===== src/rtl/tmds_encoder_pkg.sv =====
// tmds_encoder_pkg: TMDS character width, control tokens and bit-order helpers shared by encoder and decoder
package tmds_encoder_pkg;
  localparam int TMDS_CHAR_W = 10;
  typedef logic [TMDS_CHAR_W-1:0] tmds_char_t;
  localparam tmds_char_t CTL_TKN_00 = 10'b1101010100;
  localparam tmds_char_t CTL_TKN_01 = 10'b0010101011;
  localparam tmds_char_t CTL_TKN_10 = 10'b0101010100;
  localparam tmds_char_t CTL_TKN_11 = 10'b1010101011;
  function automatic tmds_char_t ctl_token(input logic [1:0] c);
    return c[1] ? (c[0] ? CTL_TKN_11 : CTL_TKN_10) : (c[0] ? CTL_TKN_01 : CTL_TKN_00);
  endfunction
  function automatic tmds_char_t bit_rev(input tmds_char_t x);
    tmds_char_t r;
    r = '0;
    for (int i = 0; i < TMDS_CHAR_W; i++) r[i] = x[TMDS_CHAR_W-1-i];
    return r;
  endfunction
endpackage


===== src/rtl/tmds_encoder_popcnt8.sv =====
// tmds_popcnt8: combinational 8-bit population count (d_i in, n_o = number of ones 0..8)
module tmds_popcnt8 (
  input  logic [7:0] d_i,
  output logic [3:0] n_o
);
  always_comb begin
    n_o = '0;
    for (int i = 0; i < 8; i++) n_o = n_o + {3'b000, d_i[i]};
  end
endmodule


===== src/rtl/tmds_encoder.sv =====
// tmds_encoder: 3-stage TMDS 8b/10b encoder (pixelclk/prst, pvde/pc0/pc1/pdata in; ptmds/pvde_o/pdisp out)
module tmds_encoder
  import tmds_encoder_pkg::*;
#(
  parameter bit kLsbFirst = 1'b1,
  parameter int kCntW     = 5
) (
  input  logic                    pixelclk,
  input  logic                    prst,
  input  logic                    pvde,
  input  logic                    pc0,
  input  logic                    pc1,
  input  logic [7:0]              pdata,
  output logic [TMDS_CHAR_W-1:0]  ptmds,
  output logic                    pvde_o,
  output logic signed [kCntW-1:0] pdisp
);
  localparam logic [kCntW-1:0] TWO = kCntW'(2);
  logic [7:0] d1_d, d1_q;
  logic [3:0] n1d_d, n1d_q, n1q_d, n1q_q;
  logic de1_q, de2_q, vde_q;
  logic [1:0] c1_q, c2_q;
  logic use_xnor, par, same_sign;
  logic [8:0] qm_d, qm_q;
  logic signed [kCntW-1:0] cnt_d, cnt_q, bal;
  tmds_char_t out_d, tmds_d, tmds_q;
  assign d1_d = pvde ? pdata : 8'h00;
  tmds_popcnt8 u_pc_d (.d_i(d1_d), .n_o(n1d_d));
  assign use_xnor = n1d_q > 4'd4 || (n1d_q == 4'd4 && !d1_q[0]);
  always_comb begin
    qm_d = {~use_xnor, 8'h00};
    par = 1'b0;
    for (int i = 0; i < 8; i++) begin
      par = par ^ d1_q[i];
      qm_d[i] = par ^ (use_xnor & i[0]);
    end
  end
  tmds_popcnt8 u_pc_q (.d_i(qm_d[7:0]), .n_o(n1q_d));
  assign bal = kCntW'({n1q_q, 1'b0}) - kCntW'(8);
  assign same_sign = cnt_q[kCntW-1] ? n1q_q < 4'd4 : n1q_q > 4'd4;
  always_comb begin
    out_d = ctl_token(c2_q);
    cnt_d = '0;
    if (de2_q) begin
      if (cnt_q == '0 || n1q_q == 4'd4) begin
        out_d = {~qm_q[8], qm_q[8], qm_q[8] ? qm_q[7:0] : ~qm_q[7:0]};
        cnt_d = qm_q[8] ? cnt_q + bal : cnt_q - bal;
      end else if (same_sign) begin
        out_d = {1'b1, qm_q[8], ~qm_q[7:0]};
        cnt_d = cnt_q - bal + (qm_q[8] ? TWO : '0);
      end else begin
        out_d = {1'b0, qm_q[8], qm_q[7:0]};
        cnt_d = cnt_q + bal - (qm_q[8] ? '0 : TWO);
      end
    end
  end
  assign tmds_d = kLsbFirst ? out_d : bit_rev(out_d);
  always_ff @(posedge pixelclk) begin
    if (prst) begin
      d1_q   <= '0;
      n1d_q  <= '0;
      de1_q  <= 1'b0;
      c1_q   <= '0;
      qm_q   <= '0;
      n1q_q  <= '0;
      de2_q  <= 1'b0;
      c2_q   <= '0;
      cnt_q  <= '0;
      tmds_q <= '0;
      vde_q  <= 1'b0;
    end else begin
      d1_q   <= d1_d;
      n1d_q  <= n1d_d;
      de1_q  <= pvde;
      c1_q   <= {pc1, pc0};
      qm_q   <= qm_d;
      n1q_q  <= n1q_d;
      de2_q  <= de1_q;
      c2_q   <= c1_q;
      cnt_q  <= cnt_d;
      tmds_q <= tmds_d;
      vde_q  <= de2_q;
    end
  end
  assign ptmds  = tmds_q;
  assign pvde_o = vde_q;
  assign pdisp  = cnt_q;
endmodule

===== config.mk =====
export PLATFORM = sky130hd
export DESIGN_NAME = tmds_encoder
export DESIGN_NICKNAME = d
export VERILOG_FILES = /design/src/rtl/tmds_encoder_pkg.sv /design/src/rtl/tmds_encoder_popcnt8.sv /design/src/rtl/tmds_encoder.sv
export SDC_FILE = /design/constraint.sdc
export NUM_CORES = 1
export LEC_CHECK = 0
export CAP_MARGIN = 20
export CORE_AREA = 2 2 74 76
export DETAILED_ROUTE_END_ITERATION = 6
export DIE_AREA = 0 0 76 78
export PLACE_DENSITY = 0.69
export SLEW_MARGIN = 40
export SYNTH_ARGS = -nofsm -noshare
export SYNTH_HDL_FRONTEND = slang
export SYNTH_SLANG_ARGS = --single-unit

===== constraint.sdc =====
create_clock -name pixelclk -period 4 [get_ports pixelclk]
set_input_delay 0.8 -clock pixelclk [delete_from_list [all_inputs] [get_ports pixelclk]]
set_output_delay 0.8 -clock pixelclk [all_outputs]
set_load 0.05 [all_outputs]

# Word-level counts from Yosys, hierarchy flattened
# Index checks and enable logic that the tools add are counted.
# totals
register_bits	47
input_bits	13
out_inout_bits	16
word_cells	72
# classes
addsub	21
order_cmp	3
n_eq_ne	2
mux	14
n_bitwise	15
n_reduce_logical	6
# ops
op	n
10-bit 2-to-1 mux	6
4-bit by 1-bit adder with 4-bit output	12
8-bit 2-to-1 mux	2
5-bit 2-to-1 mux	3
1-bit bitwise XOR	11
5-bit adder	2
5-bit subtractor	2
4-bit by 3-bit == test with 1-bit output (second input constant)	2
4-bit by 3-bit > comparator with 1-bit output (second input constant)	2
8-bit NOT	1
5-bit by 2-bit adder with 5-bit output	1
5-bit zero test	1
5-bit by 2-bit subtractor with 5-bit output	1
5-bit by 4-bit subtractor with 5-bit output (second input constant)	1
1-bit by 1-bit adder with 2-bit output	2
4-bit by 3-bit < comparator with 1-bit output (second input constant)	1
2-bit 2-to-1 mux	2
1-bit NOT	3
1-bit logical OR	2
2-bit OR reduction	1
1-bit logical AND	1
1-bit zero test	1
1-bit 2-to-1 mux	1

# Logic depth before layout (Yosys ltp)
# logic_depth
word_depth	11
mapped_depth	12
ltp_nobuf	12

# Cells and area by module
# From an unflattened synthesis, not the netlist that was laid out.
# hier_totals
cells_unflattened	264
hier_area_um2	2573.7
# modules_own_cells
mod	instances	cells_each	area_per_inst_um2	seq_area_each_um2
tmds_encoder	1	216	2193.4	920.9
tmds_popcnt8	2	24	190.2	0.0

# Worst setup path after synthesis
# No wires, ideal clock.
# synth_timing
path_type	register to register
from	register d1_q[0]
to	register n1q_q[1]
setup_ns	0.128
t_arrival_ns	3.326
required_ns	3.872
setup_slack_ns	0.546
stages_incl_launch_ff	12
path_buffers	0
synth_period_minus_slack_ns	3.454
cell_sequence	dfxtp_1 or3b_1 a21oi_4 xnor2_1 ha_1 fa_1 inv_1 fa_1 fa_1 inv_1 fa_1 nor2b_1
# synth_via
elab_chain_cells	11
elab_cells_between_ends	21
cone_classes	add/sub: 7; bitwise: 11; reduce/logical: 3
# synth_rtl
element	line	source
start: declaration	tmds_encoder.sv:19	logic [7:0] d1_d, d1_q;
start signal: assignment	tmds_encoder.sv:60	d1_q <= '0;
start signal: assignment	tmds_encoder.sv:72	d1_q <= d1_d;
1-bit zero test	tmds_encoder.sv:29	assign use_xnor = n1d_q > 4'd4 || (n1d_q == 4'd4 && !d1_q[0]);
1-bit logical AND	tmds_encoder.sv:29	
1-bit logical OR	tmds_encoder.sv:29	
1-bit bitwise XOR (*)	tmds_encoder.sv:35	qm_d[i] = par ^ (use_xnor & i[0]);
net qm_d[1]	tmds_encoder.sv:24	logic [8:0] qm_d, qm_q;
1-bit by 1-bit adder with 2-bit output (*)	tmds_encoder_popcnt8.sv:8	for (int i = 0; i < 8; i++) n_o = n_o + {3'b000, d_i[i]};
4-bit by 1-bit adder with 4-bit output (*) (6 in a row)	tmds_encoder_popcnt8.sv:8	
net n1q_d[1]	tmds_encoder.sv:20	logic [3:0] n1d_d, n1d_q, n1q_d, n1q_q;
end signal: assignment	tmds_encoder.sv:77	n1q_q <= n1q_d;
end: declaration	tmds_encoder.sv:20	
# The timed path passes the listed nets; every way through them passes the cells marked *.
# A chain may end at the register's enable or synchronous reset.

# Worst setup path after layout
# Ends and elaborated chain as after synthesis.

==> summary.md <==
| Metric | Value |
|---|---|
| Status | `finished, final reports clean` |
| Slew margin rel. | `around two thirds` |
| Post-synth ARST share | `0%` |
| Post-Synth Adder-Cell Area | `a little over a fifth` |
| DR iter-0 viols | `32` |
| Internal | `between 0.0009 and 0.001 W` |
| Data required, critical path | `about 4.2 ns` |
| # setup viols final | `0` |
| Syn nets | `287` |
| First-pass GRT wire length | `6.58 mm` |
| Clock H-tree levels | `2` |
| Setup_tns | `0 ns` |
| Compound-cell area share of the yosys netlist | `8.69%` |
| Layout cells sized above 1 | `6.30%` |
| Peak VDD IR | `between 0.2 and 0.25 mV` |
| Max Cap Violations | `0` |
| Drt pass-1 iters | `4` |
| Dpl ws | `approximately 0.13 ns` |
| Mapped Cells | `240` |
| Hold crit path type | `flop to flop` |
| P_sw | `0.000547 W` |
| Xor and xnor area share after synthesis | `around 14%` |
| Hold buffer count at CTS | `0` |
| Die width | `about 76 microns` |
| Top_reg_cell synth | `dfxtp_1` |
| CTS tree | `done` |
| Clock tree root buffer cell | `clkbuf_8` |
| Post-synthesis sequential area ratio | `~37%` |
| Distinct cells, synth | `37` |
| DP HPWL | `about 3.0 mm` |
| RSZ-0062 raised after global routing | `no` |
| TritonCTS Buffers | `5` |
| Post-CTS Repair Setup Buffers | `0` |
| Starting Density | `between 40% and 50%` |
| Fin crit period | `3.65 ns` |
| I/O pins | `29` |
| CP Capture Type | `flop` |
| Number of inserted diodes | `0` |
| PortBufs | `27` |
| Final period util | `91.2%` |
| # rows | `26` |
| Final hold vios | `0` |
| GRT Total Usage | `14.4%` |
| Largest family of logic cells by synthesized area | `adder cells` |
| Max FO, Critical Path | `4` |
| Yosys warnings | `0` |
| Fillers | `around 450` |
| Actual transition at the worst max-transition pin | `0.501 ns` |
| Avg Inst Size Synth | `~10 sq um` |
| Synth Area in Simple Gates | `about an eighth` |
| Reg power frac | `a little over a third` |
| DRC violations left | `0` |
| Sw Share | `~37%` |
| Seq cells post-synth | `between 40 and 50` |
| Core Footprint | `~5000 sq um` |
| Clk Latency, worst-skew pair | `roughly 0.3 ns` |
| Routed vias | `1526` |
| Clk pwr share | `about a fifth` |
| EDFF count, synth | `0` |
| Die area | `about 6000 sq um` |
| Antenna-violating nets left | `0` |
| GRT overflow | `0` |
| Setup CP Type | `flop to flop` |
| Total length of routed wires | `between 3 and 4 mm` |
| Max clock buf depth | `2` |
| Final Worst Setup Slack | `~0.35 ns` |
| Pwr Density | `511 nW/um^2` |
| Data arrival time of the worst path | `3.85 ns` |
| Vias in the first global route | `between 1500 and 2000` |
| Synth-to-Final Area Change | `17.5%` |
| Clock slew at reported path FFs | `around 0.090 ns` |
| Startpoint Class | `flop` |
| F_max | `roughly 0.27 GHz` |
| CTS Sinks | `46` |
| Max Slew Vio Count | `0` |
| P_leak | `1.27 nW` |
| Final nets | `about 320` |
| Post-CTS sizing | `0` |
| Area of the mapped netlist | `between 2000 and 2500 sq um` |
| Combinational power share | `about 45%` |
| Drt wl/cell | `10.8 microns` |
| Largest net degree at the start of global routing | `28` |
| Clock skew | `about 0.011 ns` |
| RD Place Congestion | `a little over 0.8` |
| Via density | `about 4.5` |
| Die H | `about 78 microns` |
| Initial antenna violation count | `0` |
| Multiplexer share of the synthesized area | `0.864%` |
[layer usage]
metal / track usage, % / routed length (microns) / part of all wire, %
met5: 0 / 0 / 0
met4: 7.09 / 78 / 2.1
met3: 4.53 / 152 / 4.1
met2: 24.6 / 1760 / 48
met1: 16.3 / 1680 / 46
[critical path: stages (launching register included)]
cell     delay (ns)
dfxtp_1        0.43
or3b_1         0.42
a21oi_4        0.25
xnor2_1        0.18
ha_1           0.28
fa_1           0.48
inv_1          0.05
fa_1           0.46
fa_1           0.38
inv_1          0.09
fa_1           0.40
nor2b_1        0.13
[stage by stage]
stage	instance area (sq um)	hold slack, ns	total power (W)	util [%]	cells
floorplan	2460	0.414	0.00107	-	240
global placement	2800	0.420	0.00120	55.6	332
detailed placement	2800	0.425	0.00122	55.6	332
CTS	2890	0.448	0.00150	57.4	340
global route	2890	0.454	0.00162	57.4	340
finish	2890	0.444	0.00148	57.4	340
[power by group through the flow]
stage                     Clock [W]  Combinational [W]  Sequential [W]
final                      0.000278           0.000662        0.000538
after global routing       0.000308           0.000769        0.000545
after CTS                  0.000289           0.000673        0.000540
after detailed placement          0           0.000672        0.000551
after global placement            0           0.000655        0.000548
after floorplan                   0           0.000496        0.000579
[path summary, 6_finish.rpt]
check	depth (start not counted)	endpoint	slack (ns)	from
min	1	c2_q[1]$_SDFF_PP0_	0.44	c1_q[1]$_SDFF_PP0_
max reg2reg	11	n1q_q[1]$_SDFF_PP0_	0.35	d1_q[0]$_SDFF_PP0_
max	11	n1q_q[1]$_SDFF_PP0_	0.35	d1_q[0]$_SDFF_PP0_
min reg2reg	1	c2_q[1]$_SDFF_PP0_	0.44	c1_q[1]$_SDFF_PP0_
[synthesized netlist by cell type, drive strengths merged (5+ instances only)]
cell type,instances,area share [%]
xor2,9,3.8
xnor2,23,10
nor2,18,2.7
nand2,6,0.92
ha,21,11
and2,12,3.1
dfxtp,46,37
a21o,5,1.5
fa,13,11
clkbuf,5,0.76
a21oi,16,3.7
inv,28,4.3
nor2b,12,3.1
[cells in the final DEF (no fill, tap or decap), types with 2 or more instances in the layout]
cell / count
nand2_1: 6
buf_4: 2
a21oi_1: 15
clkbuf_8: 5
dfxtp_1: 46
a211oi_1: 3
xnor2_1: 20
nor2b_1: 12
o21ai_0: 2
inv_1: 28
clkdlybuf4s50_1: 27
nor2_1: 18
fa_1: 13
ha_1: 21
a21boi_0: 2
nor3b_1: 3
xnor2_4: 2
and2_1: 12
xor2_1: 7
a21o_1: 5
xor2_2: 2
[cell families after synthesis]
| kind of cell | Yosys count |
|---|---|
| and+or+nand+nor | 57 |
| DFF | 46 |
| buffers and inverters | 35 |
| adders and majority gates | 34 |
| AOI/OAI and AO/OA | 33 |
| xor gates and xnor gates | 32 |
| muxes | 2 |
| other | 1 |
[area by class of cell]
type	instances	area (sq um)	area share (%)
inverter	28	105	3.63
multi-input combinational	159	1400	48.5
sequential	46	921	31.8
tap	70	87.6	3.03
clock inverter	3	21.3	0.735
timing repair buffer	29	285	9.86
clock buffer	5	68.8	2.38
[sequential cells by signal (all words and copies together), names as in the netlist]
signal / count
c1_q: 2
c2_q: 2
d1_q: 8
de1_q: 1
de2_q: 1
n1d_q: 4
n1q_q: 4
pdisp: 4
ptmds: 10
pvde_o: 1
qm_q: 9
Note: power is estimated with default switching activity, not from simulation.
